## config.mk

```make
export PLATFORM = sky130hd
export DESIGN_NAME = manch_clk_recovery
export DESIGN_NICKNAME = d
export VERILOG_FILES = /design/src/rtl/manch_clk_recovery.sv
export SDC_FILE = /design/constraint.sdc
export NUM_CORES = 1
export LEC_CHECK = 0
export ABC_AREA = 1
export BUFFER_PORTS_ARGS = -buffer_cell sky130_fd_sc_hd__buf_2
export CAP_MARGIN = 20
export CORE_MARGIN = 2
export CORE_UTILIZATION = 55
export DETAILED_ROUTE_END_ITERATION = 10
export GPL_TIMING_DRIVEN = 1
export MAX_ROUTING_LAYER = met4
export PLACE_DENSITY = 0.71
export SLEW_MARGIN = 25
export SYNTH_ARGS = -nofsm -noshare
export SYNTH_HDL_FRONTEND = slang
export SYNTH_SLANG_ARGS = --single-unit
```

## constraint.sdc

```tcl
create_clock -name clk -period 8.1 [get_ports clk]
set_clock_uncertainty 0.2 [all_clocks]
set_input_delay 1.62 -clock clk [delete_from_list [all_inputs] [get_ports clk]]
set_output_delay 1.62 -clock clk [all_outputs]
set_load 0.01 [all_outputs]
```

## src/rtl/manch_clk_recovery.sv

```systemverilog
// Manchester receiver front end: half-bit period measurement, lock qualification,
// mid-bit clock recovery and NRZ decode. Define MANCH_THOMAS_POL_EN for G.E. Thomas polarity.
module manch_clk_recovery #(
   parameter int unsigned CNT_W        = 32,
   parameter int unsigned WINDOW       = 200000,
   parameter int unsigned HALF_INIT    = 25000,
   parameter int unsigned MIN_HALF     = 4,
   parameter int unsigned LOCK_WINDOWS = 2
) (
   input  logic             clk,
   input  logic             rst_n,
   input  logic             man_in,
   output logic             sync_clk,
   output logic             data_bit,
   output logic             data_valid,
   output logic             locked,
   output logic             err,
   output logic [CNT_W-1:0] half_bit
);

   localparam int unsigned      TW        = CNT_W + 2;
   localparam logic [CNT_W-1:0] CNT_MAX   = '1;
   localparam logic [CNT_W-1:0] CNT_ONE   = CNT_W'(1);
   localparam logic [CNT_W-1:0] WIN_LAST  = CNT_W'(WINDOW - 1);
   localparam logic [CNT_W-1:0] MIN_RUN   = CNT_W'(MIN_HALF);
   localparam logic [CNT_W-1:0] LOCK_MAX  = CNT_W'(LOCK_WINDOWS);
   localparam logic [CNT_W-1:0] HALF_RST  = CNT_W'(HALF_INIT);

   localparam logic [0:0] ST_HUNT  = 1'b0;
   localparam logic [0:0] ST_TRACK = 1'b1;

   logic             d1;
   logic             d2;
   logic             edge_det;
   logic             valid_edge;
   logic [CNT_W-1:0] run_cnt;
   logic [CNT_W-1:0] run_len;

   logic [CNT_W-1:0] win_cnt;
   logic [CNT_W-1:0] win_min;
   logic [CNT_W-1:0] new_min;
   logic             win_seen;
   logic             seen_now;
   logic             wrap;

   logic [TW-1:0]    half_x;
   logic [TW-1:0]    min_x;
   logic [TW-1:0]    min_diff;
   logic             consistent;
   logic [CNT_W-1:0] lock_cnt;
   logic [CNT_W-1:0] lock_nxt;
   logic             lock_drop;
   logic             lock_ok;

   logic [TW-1:0]    t15;
   logic [TW-1:0]    t25;
   logic [TW-1:0]    run_x;
   logic [TW-1:0]    timer_x;
   logic [CNT_W-1:0] timer;
   logic [0:0]       state;
   logic             dec_bit;
   logic             hunt_hit;
   logic             track_hit;

   // ---------------------------------------------------------------------------
   // Input synchroniser, edge detect and run-length counter
   // ---------------------------------------------------------------------------
   // NOTE: every sequential block uses non-blocking assignments so all registers
   // sample the same pre-edge values regardless of block evaluation order.
   always_ff @(posedge clk or negedge rst_n) begin
      if (!rst_n) begin
         d1 <= 1'b0;
         d2 <= 1'b0;
      end else begin
         d1 <= man_in;
         d2 <= d1;
      end
   end

   assign edge_det   = d1 ^ d2;
   assign run_len    = run_cnt;
   assign valid_edge = edge_det && (run_len >= MIN_RUN);

   // Invalid (glitch) edges still restart the run so the glitch never merges into a run.
   always_ff @(posedge clk or negedge rst_n) begin
      if (!rst_n) begin
         run_cnt <= '0;
      end else if (edge_det) begin
         run_cnt <= CNT_ONE;
      end else if (run_cnt != CNT_MAX) begin
         run_cnt <= run_cnt + CNT_ONE;
      end
   end

   // ---------------------------------------------------------------------------
   // Measurement window: shortest valid run per window becomes the half-bit period
   // ---------------------------------------------------------------------------
   assign wrap     = (win_cnt == WIN_LAST);
   assign new_min  = (valid_edge && (run_len < win_min)) ? run_len : win_min;
   assign seen_now = win_seen | valid_edge;

   always_ff @(posedge clk or negedge rst_n) begin
      if (!rst_n) begin
         win_cnt  <= '0;
         win_min  <= CNT_MAX;
         win_seen <= 1'b0;
         half_bit <= HALF_RST;
      end else if (wrap) begin
         win_cnt  <= '0;
         win_min  <= CNT_MAX;
         win_seen <= 1'b0;
         if (new_min != CNT_MAX)
            half_bit <= new_min;
      end else begin
         win_cnt  <= win_cnt + CNT_ONE;
         win_min  <= new_min;
         win_seen <= seen_now;
      end
   end

   // ---------------------------------------------------------------------------
   // Lock qualification against the pre-update estimate (tolerance half_bit/8)
   // ---------------------------------------------------------------------------
   assign half_x     = {2'b00, half_bit};
   assign min_x      = {2'b00, new_min};
   assign min_diff   = (min_x >= half_x) ? (min_x - half_x) : (half_x - min_x);
   assign consistent = seen_now && (min_diff <= (half_x >> 3));

   // NOTE: the default assignment first keeps this block purely combinational.
   always_comb begin
      lock_nxt = lock_cnt;
      if (wrap) begin
         if (!consistent)
            lock_nxt = '0;
         else if (lock_cnt != LOCK_MAX)
            lock_nxt = lock_cnt + CNT_ONE;
      end
   end

   always_ff @(posedge clk or negedge rst_n) begin
      if (!rst_n) begin
         lock_cnt <= '0;
         locked   <= 1'b0;
      end else begin
         lock_cnt <= lock_nxt;
         locked   <= (lock_nxt == LOCK_MAX);
      end
   end

   // A lock loss in this very cycle overrides any mid-bit edge seen alongside it.
   assign lock_drop = wrap && !consistent;
   assign lock_ok   = locked && !lock_drop;

   // ---------------------------------------------------------------------------
   // Thresholds, evaluated from the current (pre-wrap) half_bit
   // ---------------------------------------------------------------------------
   assign t15     = half_x + (half_x >> 1);
   assign t25     = (half_x << 1) + (half_x >> 1);
   assign run_x   = {2'b00, run_len};
   assign timer_x = {2'b00, timer};

`ifdef MANCH_THOMAS_POL_EN
   assign dec_bit = ~d1;
`else
   assign dec_bit = d1;
`endif

   // Only a run spanning two half-bits guarantees the edge ending it is mid-bit.
   assign hunt_hit  = lock_ok && valid_edge && (run_x >= t15);
   assign track_hit = valid_edge && (timer_x >= t15);

   // ---------------------------------------------------------------------------
   // Decoder FSM and recovered clock
   // ---------------------------------------------------------------------------
   always_ff @(posedge clk or negedge rst_n) begin
      if (!rst_n) begin
         state      <= ST_HUNT;
         timer      <= '0;
         sync_clk   <= 1'b0;
         data_bit   <= 1'b0;
         data_valid <= 1'b0;
         err        <= 1'b0;
      end else begin
         data_valid <= 1'b0;
         err        <= 1'b0;
         case (state)
            ST_HUNT: begin
               timer    <= '0;
               sync_clk <= 1'b0;
               if (hunt_hit) begin
                  state      <= ST_TRACK;
                  timer      <= CNT_ONE;
                  sync_clk   <= 1'b1;
                  data_valid <= 1'b1;
                  data_bit   <= dec_bit;
               end
            end
            ST_TRACK: begin
               if (!lock_ok) begin
                  state    <= ST_HUNT;
                  timer    <= '0;
                  sync_clk <= 1'b0;
               end else if (track_hit) begin
                  timer      <= CNT_ONE;
                  sync_clk   <= 1'b1;
                  data_valid <= 1'b1;
                  data_bit   <= dec_bit;
               end else if (timer_x >= t25) begin
                  state    <= ST_HUNT;
                  timer    <= '0;
                  sync_clk <= 1'b0;
                  err      <= 1'b1;
               end else begin
                  if (timer != CNT_MAX)
                     timer <= timer + CNT_ONE;
                  // Greater-or-equal also covers a half_bit that shrank mid-bit.
                  if (timer >= half_bit)
                     sync_clk <= 1'b0;
               end
            end
            default: begin
               state    <= ST_HUNT;
               timer    <= '0;
               sync_clk <= 1'b0;
            end
         endcase
      end
   end

endmodule

```

# Word level (Yosys, flattened, before mapping)
# Index checks and enable logic that the tools add are counted.
dict set report op_classes {
  add_sub_neg 8
  order_cmp 8
  n_eq_ne 11
  muxes 37
  bitwise 3
  reduce_logical 13
}
# op n
set op_table {}
lappend op_table {{$mux 32} 12}
lappend op_table {{$add 32x1->32 const B} 4}
lappend op_table {{$ne 32x32->1 const B} 3}
lappend op_table {{$ge 32x33->1} 2}
lappend op_table {{$sub 32x32->33} 2}
lappend op_table {{$ge 32x32->1} 2}
lappend op_table {{$pmux 32 s2} 1}
lappend op_table {{$add 33x31->34} 1}
lappend op_table {{$ge 32x34->1} 1}
lappend op_table {{$le 34x29->1} 1}
lappend op_table {{$mux 34} 1}
lappend op_table {{$add 32x31->33} 1}
lappend op_table {{$eq 32x18->1 const B} 1}
lappend op_table {{$eq 32x2->1 const B} 1}
lappend op_table {{$ge 32x3->1 const B} 1}
lappend op_table {{$lt 32x32->1} 1}
lappend op_table {{$ne 32x2->1 const B} 1}
lappend op_table {{$mux 1} 19}
lappend op_table {{$ne 5x2->1 const B} 2}
lappend op_table {{$logic_and 1x1->1} 8}
lappend op_table {{$pmux 1 s2} 4}
lappend op_table {{$ne 2x2->1 const B} 2}
lappend op_table {{$reduce_and 3->1} 1}
lappend op_table {{$logic_not 1->1} 2}
lappend op_table {{6 further kinds} 6}
dict set report totals {
  register_bits 201
  output_inout_bits 37
  elab_cells 95
}

# Logic depth before layout (Yosys ltp)
# Gate-level depths: netlist of the first run.
dict set report logic_depth {
  word_depth 16
  mapped_depth 56
  ltp_nobuf 53
}

# Least setup slack after synthesis of the first run
# Ideal clock, no wire load.
dict set report synth_timing {
  path_type {reg2reg}
  startpoint {register win_min[31]}
  endpoint {register locked}
  t_arrival_ns 5.579
  t_required_ns 7.828
  setup_slack_ns 2.249
  path_stages_with_launch 48
  n_path_buf 4
  period_less_slack_ns 5.851
  cell_sequence {dfstp_2 > inv_1 > ha_1 > nand2_1 > nor2_1 > nand4_1 > nor4_1 > nand2_1 > buf_2 > nand3_1 > nand2_1 > ha_1 > nand2_1 > nor2_4 > nand2_1 > nor2_2 > nand2_1 > nand3_2 > [12 not listed] > nor2_1 > nor2_1 > nand3_1 > nand2_1 > nand2_1 > nand2_1 > nand2_1 > nand2_1 > nand2_1 > nand2_1 > nand2_4 > nand2_2 > buf_2 > o21ai_0 > nand3_1 > nor2_1 > nand3_1 > nor2_1}
}
dict set report synth_via {
  elab_chain_len 10
  elab_cells_between_ends 12
  cone_classes {add/sub: 2; order compare: 3; eq/ne: 1; mux: 4; reduce/logical: 2}
}
# item line
set synth_lines {}
lappend synth_lines {{from (decl)} 40} ;# logic [CNT_W-1:0] win_min;
lappend synth_lines {{from (signal assigned)} 116} ;# win_min <= new_min;
lappend synth_lines {{$lt 32x32->1 (*)} 99} ;# assign new_min = (valid_edge && (run_len < win_min)) ? run_len : win_min;
lappend synth_lines {{$logic_and 1x1->1 (*)} 99}
lappend synth_lines {{$mux 32 (*)} 99}
lappend synth_lines {{net new_min[13]} 41} ;# logic [CNT_W-1:0] new_min;
lappend synth_lines {{$sub 32x32->33 or $ge 32x32->1 (tied branches)} 126} ;# assign min_diff = (min_x >= half_x) ? (min_x - half_x) : (half_x - min_x);
lappend synth_lines {{$mux 34 (*)} 126}
lappend synth_lines {{$le 34x29->1 (*)} 127} ;# assign consistent = seen_now && (min_diff <= (half_x >> 3));
lappend synth_lines {{$logic_and 1x1->1 (*)} 127}
lappend synth_lines {{$mux 32 (*)} 133} ;# if (!consistent)
lappend synth_lines {{$mux 32 (*)} 132} ;# if (wrap) begin
lappend synth_lines {{$eq 32x2->1 (*)} 146} ;# locked <= (lock_nxt == LOCK_MAX);
lappend synth_lines {{to (signal assigned)} 146}
lappend synth_lines {{to (decl)} 16} ;# output logic locked,
# Mark *: on every way through the listed nets, which the timed path passes. The rest lies on a longest branch.
# A chain may end at the register's enable or synchronous reset.

# Final worst setup path of the first run
# Ends and elaborated chain as after synthesis.

==> results of run 1 <==
[area by class of cell]
type | count | area [um^2] | share of cell area, %
Timing Repair Buffer | 75 | 514 | 2.14
Inverter | 500 | 1880 | 7.81
Clock inverter | 13 | 154 | 0.640
Tap cell | 525 | 657 | 2.73
Multi-Input combinational cell | 2544 | 15000 | 62.6
Antenna cell | 1 | 2.50 | 0.0104
Clock buffer | 35 | 714 | 2.97
Sequential cell | 201 | 5080 | 21.1
[worst min-delay path by stage]
stage / slack (ps) / depth (start not counted) / to / from
6_report: 270 / 1 / win_cnt[0] / win_cnt[0]
5_1_grt: 290 / 1 / win_cnt[0] / win_cnt[0]
4_1_cts: 270 / 1 / win_cnt[0] / win_cnt[0]
3_5_place_dp: 270 / 1 / win_cnt[0] / win_cnt[0]
3_3_place_gp: 250 / 1 / win_cnt[0] / win_cnt[0]
2_1_floorplan: 190 / 0 / d2 / d1
[per-layer routing]
layer,vias to the layer above,wire length [um]
met5,-,0
met1,10700,35500
li1,10900,-
met2,1177,33700
met4,0,3300
met3,197,7870
[timing repair]
item | 4_1_cts | 5_1_grt
setup buffers | 0 | 1
endpoints found under the setup margin | 0 | 65
gates resized for setup | 0 | 21
hold buffers | 0 | 0
[cell usage in the layout, fill, tap and decap left out, drive strengths merged, types with 34 or more instances in the layout]
master / n
nand2: 870
nand3: 210
dfstp: 38
clkbuf: 36
xor2: 70
a21oi: 247
ha: 321
nor3: 67
inv: 498
dfrtp: 163
nor4: 34
xnor2: 62
o21ai: 137
buf: 74
nand4: 66
nor2: 326
[registers in the layout (all words and copies together), names as in the netlist]
signal and flops:
half_bit 32, lock_cnt 32, run_cnt 32, timer 32
win_cnt 32, win_min 32, d1 1, d2 1
data_bit 1, data_valid 1, err 1, locked 1
state 1, sync_clk 1, win_seen 1
[power by group]
part / leakage [uW] / internal (uW) / switching [uW]
Clock: 0.000430 / 713 / 498
Sequential: 0.00264 / 1020 / 9.62
Combinational: 0.00979 / 674 / 1390
Total: 0.0129 / 2410 / 1900
[through the flow]
| step | hold slack, ps | setup WS [ps] |
|---|---|---|
| global placement | 247 | 258 |
| floorplan | 193 | 2250 |
| detailed placement | 269 | 151 |
| finish | 269 | 301 |
| CTS | 273 | 129 |
| global route | 291 | -10.5 |
[logic make-up (layout without fill, tap and decap cells)]
group           after synthesis  count (layout)  share of synthesized area (%)
simple gates               1597            1598                           31.3
buf+inv                     538             623                           9.49
compound gates              483             483                           12.3
fa+ha+maj                   325             325                           18.5
flops                       201             201                           22.9
xor+xnor                    132             132                           5.22
mux                           6               6                          0.271
other cells                   0               1                              0
[worst reg2reg max path: cells and delay by family (launching register included)]
kind	cells	cell delay, ps
compound gates	2	540
xor+xnor	1	180
fa+ha+maj	3	1010
buf+inv	5	800
flops	1	540
mux	1	280
simple gates	31	4190
==> reports/results.ini, run 1 <==
[global_routing]
antenna_found_initial = 0
grt_pass1_vias = 21600
grt_busiest_layer = met2
gr-usage-met1_pct = 54.8
grt_remaining_overflow = 0
met3_usage_pct = 6.46
grt_max_degree = 150
use_met2_pct = 57.7
grt_pass1_wl_um = 124000
gr-usage-all-layers_pct = 39.5

[logic_synthesis]
ys_top_cells_by_count = nand2_1, inv_1, ha_1
yosysTopAreaCell = dfrtp_1
seq_area_frac_synth_pct = 22.9
async_reset_ff_share_pct = 100
syn_inst = 3282
synth_most_common_cell = nand2_1
ys_top_cells_by_area = dfrtp_1, ha_1, nand2_1
synth_ff_type = dfrtp_1
syn_area_per_cell_um2 = 6.74
synth_cell_types = 66
netlist_area_um2 = 22100
yosysTopAreaCellShare_pct = 18.4
syn_nets = 3610
yosys_warnings = 0
synth_edf_count = 0
ys_seq_elements = 201

[sta]
min_period_ps = 7800
final-setup-viol-count = 0
worst_slew_pin_slew_ps = 966
period_share_pct = 96.3
fmax_ghz = 0.128
tns_ps = 0
slew_headroom_pct = 34.7
hold_viol_final = 0
drv_slew = 0

[die]
die_h_um = 205
die_area_um2 = 41900
io_pins = 40
rows = 73
start_util_pct = 55.7
die_w_um = 205
core-area_um2 = 39700

[pwr]
vdd_drop_max_mv = 0.153
power.density_nw_per_um2 = 179
power.leakage_uw = 0.0129
p_total_uw = 4300

[worst_setup_path]
critPathRequiredTime_ps = 8400
crit_fanout = 25
crit_start = win_min[31]
path_buf_inv = 5
worstPathArrival_ps = 8100
ff2ff_setup_slack_ps = 300
crit_end = locked
slowest_delay_ps = 540
r2r_cells = 43
path_depth = 43
crit_family = simple AND/OR/NAND/NOR gates
worstReg2RegEnd = locked
cpMostUsedCell = nand2_1
crit_slowest_cell = dfstp_2
r2r-start = win_min[31]
timing.critical_path.to_type = register
critPathKind = register to register
start_kind = register

[place]
place_congestion = 1.08
placed_cells = 3843
place.detailed.hpwl_um = 64600
dpl_cell_area_um2 = 23100
port_buffers = 39

[cells_and_area]
final_util_pct = 60.5
area_growth_syn_to_layout_pct = 8.60
layout.nets = 3676
drive_gt1_share_pct = 8.22
fillers = 3853
fin_cells = 3894
final_area_um2 = 24000

[cts]
path_clk_slew_ps = 60
root_buffer = clkbuf_16
htree_levels = 1
cts_buffer_depth = 3
clk_latency_ps = 570
cts_buffers = 26
cts.sink_count = 201
cts_tree = built

[hold_path]
hold_path_class = register to register

[detailed_routing]
first_iter_violations = 2605
first_pass_iters = 7
drc = 0
vias = 23000
wirelength_um = 80400
viasPerCell = 5.91
wire_per_inst_um = 20.7
ant_nets = 0

[flow_run]
drv_cap = 0

[run_status]
outcome = completed

Power figures use the tool's default switching activity.
==> run 2, diff against run 1 <==
CORE_UTILIZATION = 47   (was 55)
PLACE_DENSITY = unset   (was 0.71)
==> run 2 against run 1 <==
Effect of this change: fmax increased by 3.0%; sequential share of layout area decreased by 0.17 points; setup slack better by 230 ps; first-iteration DRC count down 25%; clock-buffer cell count up 1; combinational power is essentially flat; total power rose by 1.9%; final area is 0.82% higher; register-to-register slack improved by 230 ps; clock power rose by 7%; highest routed layer unchanged; critical path depth grew 1.
==> reports/results.ini, run 2 (synthesized netlist as in run 1, its figures left out) <==
[run_status]
outcome = completed  ; unchanged

[sta]
slew_headroom_pct = 40.6  ; was 34.7%
drv_slew = 0  ; unchanged
fmax_ghz = 0.132  ; was 0.128 GHz
finalWorstSetupSlack_ps = 527  ; was 301 ps
tns_ps = 0  ; unchanged
min_period_ps = 7570  ; was 7800 ps
period_share_pct = 93.5  ; was 96.3%
rsz0062_at_grt = false
worst_slew_pin_slew_ps = 879  ; was 966 ps
hold_viol_final = 0  ; unchanged
final-setup-viol-count = 0  ; unchanged

[global_routing]
grt_pass1_vias = 21500  ; was 21.6k
gr-usage-all-layers_pct = 34.9  ; was 39.5%
grt_pass1_wl_um = 129000  ; was 124000 um
antenna_found_initial = 1  ; was 0
grt_max_degree = 124  ; was 150
grt_remaining_overflow = 0  ; unchanged

[worst_setup_path]
worstPathArrival_ps = 7890  ; was 8100 ps
slowest_delay_ps = 540  ; about the same
critPathRequiredTime_ps = 8420  ; was 8400 ps
start_kind = register  ; unchanged
crit_slowest_cell = dfrtp_1  ; was dfstp_2
r2r-start = run_cnt[13]  ; was win_min[31]
critPathKind = register to register  ; unchanged
cpMostUsedCell = nand2_1  ; unchanged
crit_fanout = 28  ; was 25
timing.critical_path.to_type = register  ; unchanged
crit_start = run_cnt[13]  ; was win_min[31]

[die]
core-area_um2 = 46600  ; was 39700 um^2
die_area_um2 = 48800  ; was 41900 um^2
io_pins = 40  ; unchanged
die_w_um = 221  ; was 205 um
start_util_pct = 47.5  ; was 55.7%
die_h_um = 221  ; was 205 um
rows = 79  ; was 73

[pwr]
vdd_drop_max_mv = 0.180  ; was 0.153 mV
power.density_nw_per_um2 = 181  ; was 179 nW/um^2
power.leakage_uw = 0.0129  ; about the same

[cts]
cts_buffer_depth = 3  ; unchanged
cts_buffers = 27  ; was 26
clk_latency_ps = 590  ; was 570 ps
root_buffer = clkbuf_16  ; unchanged
cts_tree = built  ; unchanged
htree_levels = 1  ; unchanged
path_clk_slew_ps = 60  ; about the same
cts.sink_count = 201  ; unchanged

[cells_and_area]
diodes = 0  ; was 1
layout.nets = 3687  ; was 3676
area_growth_syn_to_layout_pct = 9.49  ; was 8.60%
layout_commonest_cell = nand2_1  ; unchanged
final_cell_mix = nand2_1, inv_1, ha_1  ; unchanged
ff_latch_area_um2 = 5080  ; unchanged
multiInputGateArea_um2 = 15000  ; about the same
drive_gt1_share_pct = 8.37  ; was 8.22%
fillers = 4661  ; was 3853

[place]
place_congestion = 1.01  ; was 1.08
pre_cts_slack_ps = 130  ; was 151 ps
place.detailed.hpwl_um = 68800  ; was 64600 um
port_buffers = 39  ; unchanged

[detailed_routing]
wirelength_um = 84500  ; was 80400 um
vias = 22500  ; was 23.0k
first_iter_violations = 1964  ; was 2605
viasPerCell = 5.63  ; was 5.91
ant_nets = 0  ; unchanged
wire_per_inst_um = 21.2  ; was 20.7 um
first_pass_iters = 6  ; was 7
drc = 0  ; unchanged

[flow_run]
drv_cap = 0  ; unchanged

[hold_path]
hold_path_class = register to register  ; unchanged
hold_path.startpoint = d1  ; was win_cnt[0]

[run 2: cell count changes in the layout (fill, tap and decap cells not counted), moves of 2 or more]
cell and change:
nand2_4 -2, ha_2 -3, buf_6 -2, nor4_1 +2, clkbuf_1 -3, clkbuf_8 +2, ha_1 +3, buf_4 +14
[run 2: worst paths after layout]
check / to / slack (ps) / cells past startpoint
setup / recovery: locked / 530 / 44
hold / removal: d2 / 230 / 0
setup reg to reg: locked / 530 / 44
hold reg to reg: d2 / 230 / 0
max in group asynchronous: lock_cnt[25] / 5740 / 2
min in group asynchronous: timer[21] / 780 / 1
[run 2: repair_timing]
| action | CTS | global route |
|---|---|---|
| setup endpoints to repair | 0 | 65 |
| hold buffers | 0 | 0 |
| resized for setup | 0 | 6 |
| buffers inserted | 0 | 1 |
[run 2: stage by stage]
| step | std cells | utilization (%) | power, uW | cell area (um^2) | hold WS, ps |
|---|---|---|---|---|---|
| floorplan | 3282 | - | 2310 | 22100 | 193 |
| global placement | 3936 | 49.9 | 3010 | 23200 | 212 |
| detailed placement | 3936 | 49.9 | 3020 | 23200 | 225 |
| CTS | 3986 | 52.0 | 4330 | 24200 | 233 |
| global route | 3987 | 52.1 | 4640 | 24200 | 245 |
| finish | 3987 | 52.1 | 4380 | 24200 | 229 |
[run 2: layout make-up]
class                   instances  share of cell area (%)
repair buffers                 86                    2.41
inverters                     500                    7.74
flip-flops and latches        201                    20.9
well taps                     607                    3.13
clock buffers                  36                    3.18
multi-input cells            2543                    61.8
clock inverters                14                   0.790
[run 2: power by group]
group	switching (uW)	internal, uW	leakage (uW)
logic	1350	699	0.00982
clock network	503	795	0.000477
registers	13.3	1020	0.00264
total	1870	2510	0.0129
[run 2: worst max-delay path, delay by kind of cell, from the launching register on]
kind / cells / cell delay (ps)
XOR/XNOR: 1 / 190
AO/OA/AOI/OAI: 5 / 1370
AND/OR/NAND/NOR: 30 / 3550
flip-flops: 1 / 540
buffers and inverters: 6 / 900
adder cells (fa/ha/maj): 2 / 700
[run 2: metal layers]
| layer | up-vias | GRT usage [%] | part of all wire (%) |
|---|---|---|---|
| met5 | - | - | 0 |
| met4 | 0 | 14.7 | 5.2 |
| met3 | 189 | 3.44 | 5.3 |
| met2 | 784 | 56.9 | 46 |
| met1 | 10500 | 44.3 | 44 |
| li1 | 11000 | - | - |
==> run 3, diff against run 2 <==
clock period = 9.4 ns   (was 8.1 ns; I/O delays follow)
==> run 3 against run 2 <==
Effect of this change: register-to-register slack better by 470 ps; fmax down 9.9%; die area unchanged; clock power down 25%; combinational power down 20%; sequential power down 14%; routed wire length down 1.7%; utilization down 0.60 points; worst hold slack better by 6.5 ps; flip-flop and latch count unchanged; global-route usage down 0.67 points; sequential share of layout area up 0.25 points; critical path type unchanged; critical endpoint is now timer[2]; largest cell class unchanged; largest power group unchanged.
==> reports/results.ini, run 3 (synthesized netlist as in run 1, its figures left out) <==
[cells_and_area]
layout_commonest_cell = nand2_1  ; unchanged
area_growth_syn_to_layout_pct = 8.22  ; was 9.49%
final_cell_mix = nand2_1, inv_1, ha_1  ; unchanged
drive_gt1_share_pct = 7.67  ; was 8.37%
fillers = 4716  ; was 4661
layout.nets = 3673  ; was 3687
diodes = 0  ; unchanged
final_area_um2 = 24000  ; was 24200 um^2
multiInputGateArea_um2 = 15000  ; about the same
ff_latch_area_um2 = 5080  ; unchanged

[detailed_routing]
first_iter_violations = 1869  ; was 1964
ant_nets = 0  ; unchanged
viasPerCell = 5.68  ; was 5.63
vias = 22600  ; was 22.5k
first_pass_iters = 5  ; was 6
drc = 0  ; unchanged
wirelength_um = 83100  ; was 84500 um
wire_per_inst_um = 20.9  ; was 21.2 um

[cts]
path_clk_slew_ps = 60  ; about the same
cts_hold_buf = 0  ; unchanged
cts.sink_count = 201  ; unchanged
postCtsSetupRepairBufs = 0  ; unchanged
cts_tree = built  ; unchanged
ctsResizeCount = 0  ; unchanged
root_buffer = clkbuf_16  ; unchanged
clk_latency_ps = 570  ; was 590 ps
cts_buffer_depth = 3  ; unchanged
htree_levels = 1  ; unchanged
cts_buffers = 26  ; was 27

[global_routing]
grt_pass1_vias = 21300  ; was 21.5k
antenna_found_initial = 0  ; was 1
gr-usage-all-layers_pct = 34.3  ; was 34.9%
grt_max_degree = 74  ; was 124
grt_pass1_wl_um = 127000  ; was 129000 um
grt_remaining_overflow = 0  ; unchanged

[place]
dpl_cell_area_um2 = 23100  ; was 23200 um^2
place.detailed.hpwl_um = 67600  ; was 68800 um
port_buffers = 39  ; unchanged
place_congestion = 1.05  ; was 1.01

[die]
io_pins = 40  ; unchanged
start_util_pct = 47.5  ; unchanged
rows = 79  ; unchanged
die_w_um = 221  ; unchanged
core-area_um2 = 46600  ; unchanged
die_area_um2 = 48800  ; unchanged
die_h_um = 221  ; unchanged

[worst_setup_path]
crit_fanout = 43  ; was 28
critPathRequiredTime_ps = 9690  ; was 8420 ps
crit_start = win_min[31]  ; was run_cnt[13]
timing.critical_path.to_type = register  ; unchanged
slowest_delay_ps = 540  ; about the same
cpMostUsedCell = nand2_1  ; unchanged
start_kind = register  ; unchanged
critPathKind = register to register  ; unchanged
r2r-start = win_min[31]  ; was run_cnt[13]
crit_slowest_cell = dfstp_2  ; was dfrtp_1
worstPathArrival_ps = 8690  ; was 7890 ps

[sta]
period_share_pct = 89.4  ; was 93.5%
tns_ps = 0  ; unchanged
worst_slew_pin_slew_ps = 973  ; was 879 ps
final-setup-viol-count = 0  ; unchanged
slew_headroom_pct = 34.2  ; was 40.6%
fmax_ghz = 0.119  ; was 0.132 GHz
hold_viol_final = 0  ; unchanged
min_period_ps = 8410  ; was 7570 ps
rsz0062_at_grt = false  ; unchanged
drv_slew = 0  ; unchanged
timing.hold.ws_ps = 235  ; was 229 ps

[hold_path]
hold_path_class = register to register  ; unchanged
hold_path.startpoint = d1  ; unchanged

[pwr]
power.leakage_uw = 0.0128  ; was 0.0129 uW
vdd_drop_max_mv = 0.152  ; was 0.180 mV
power.density_nw_per_um2 = 146  ; was 181 nW/um^2

[run_status]
outcome = completed  ; unchanged

[flow_run]
drv_cap = 0  ; unchanged

[run 3: changes by cell type in the layout (fill, tap and decap cells not counted), moves of 2 or more]
cell	before	now
buf_4	45	33
buf_12	2	0
nor2_1	300	302
bufinv_16	4	0
clkinv_2	7	4
nor2_2	21	19
clkbuf_1	3	9
[run 3: area by class of cell]
cell class | count | share of cell area, %
Tap cell | 607 | 3.17
Inverter | 500 | 7.83
Clock buffer | 41 | 3.20
Timing Repair Buffer | 73 | 1.94
Clock inverter | 7 | 0.219
Sequential cell | 201 | 21.2
Multi-Input combinational cell | 2543 | 62.4
[run 3: final timing paths]
check	cells past startpoint	slack (ps)	to
worst max-delay path	45	990	timer[2]
worst min-delay path	0	240	d2
worst max register to register	45	990	timer[2]
worst min register to register	0	240	d2
max in group asynchronous	2	6580	run_cnt[20]
min in group asynchronous	1	1070	half_bit[23]
[run 3: per-stage QoR]
| stage | total power, uW | instances | worst slack [ps] | util, % |
|---|---|---|---|---|
| global placement | 2480 | 3924 | 1150 | 49.7 |
| global route | 3720 | 3972 | 345 | 51.5 |
| CTS | 3470 | 3972 | 1130 | 51.4 |
| detailed placement | 2480 | 3924 | 1150 | 49.7 |
| finish | 3490 | 3972 | 994 | 51.5 |
| floorplan | 1990 | 3282 | 3550 | - |
[run 3: power breakdown]
part | switching (uW) | internal (uW) | leakage (uW)
logic | 1100 | 531 | 0.00975
clock network | 414 | 559 | 0.000401
registers | 8.29 | 880 | 0.00264
total | 1520 | 1970 | 0.0128
[run 3: worst max-delay path: cells and delay by family, from the launching register on]
| kind | cells | cell delay (ps) |
|---|---|---|
| compound gates | 4 | 940 |
| fa+ha+maj | 3 | 1010 |
| simple gates | 32 | 4690 |
| buf+inv | 5 | 670 |
| xor+xnor | 1 | 220 |
| flops | 1 | 540 |
[run 3: metal layers]
layer / GRT usage [%] / wire length (um) / up-vias
li1: - / - / 10900
met1: 45.2 / 36700 / 10700
met2: 53.2 / 37100 / 828
met3: 4.02 / 5030 / 160
met4: 14.5 / 4210 / 0
met5: - / 0 / -
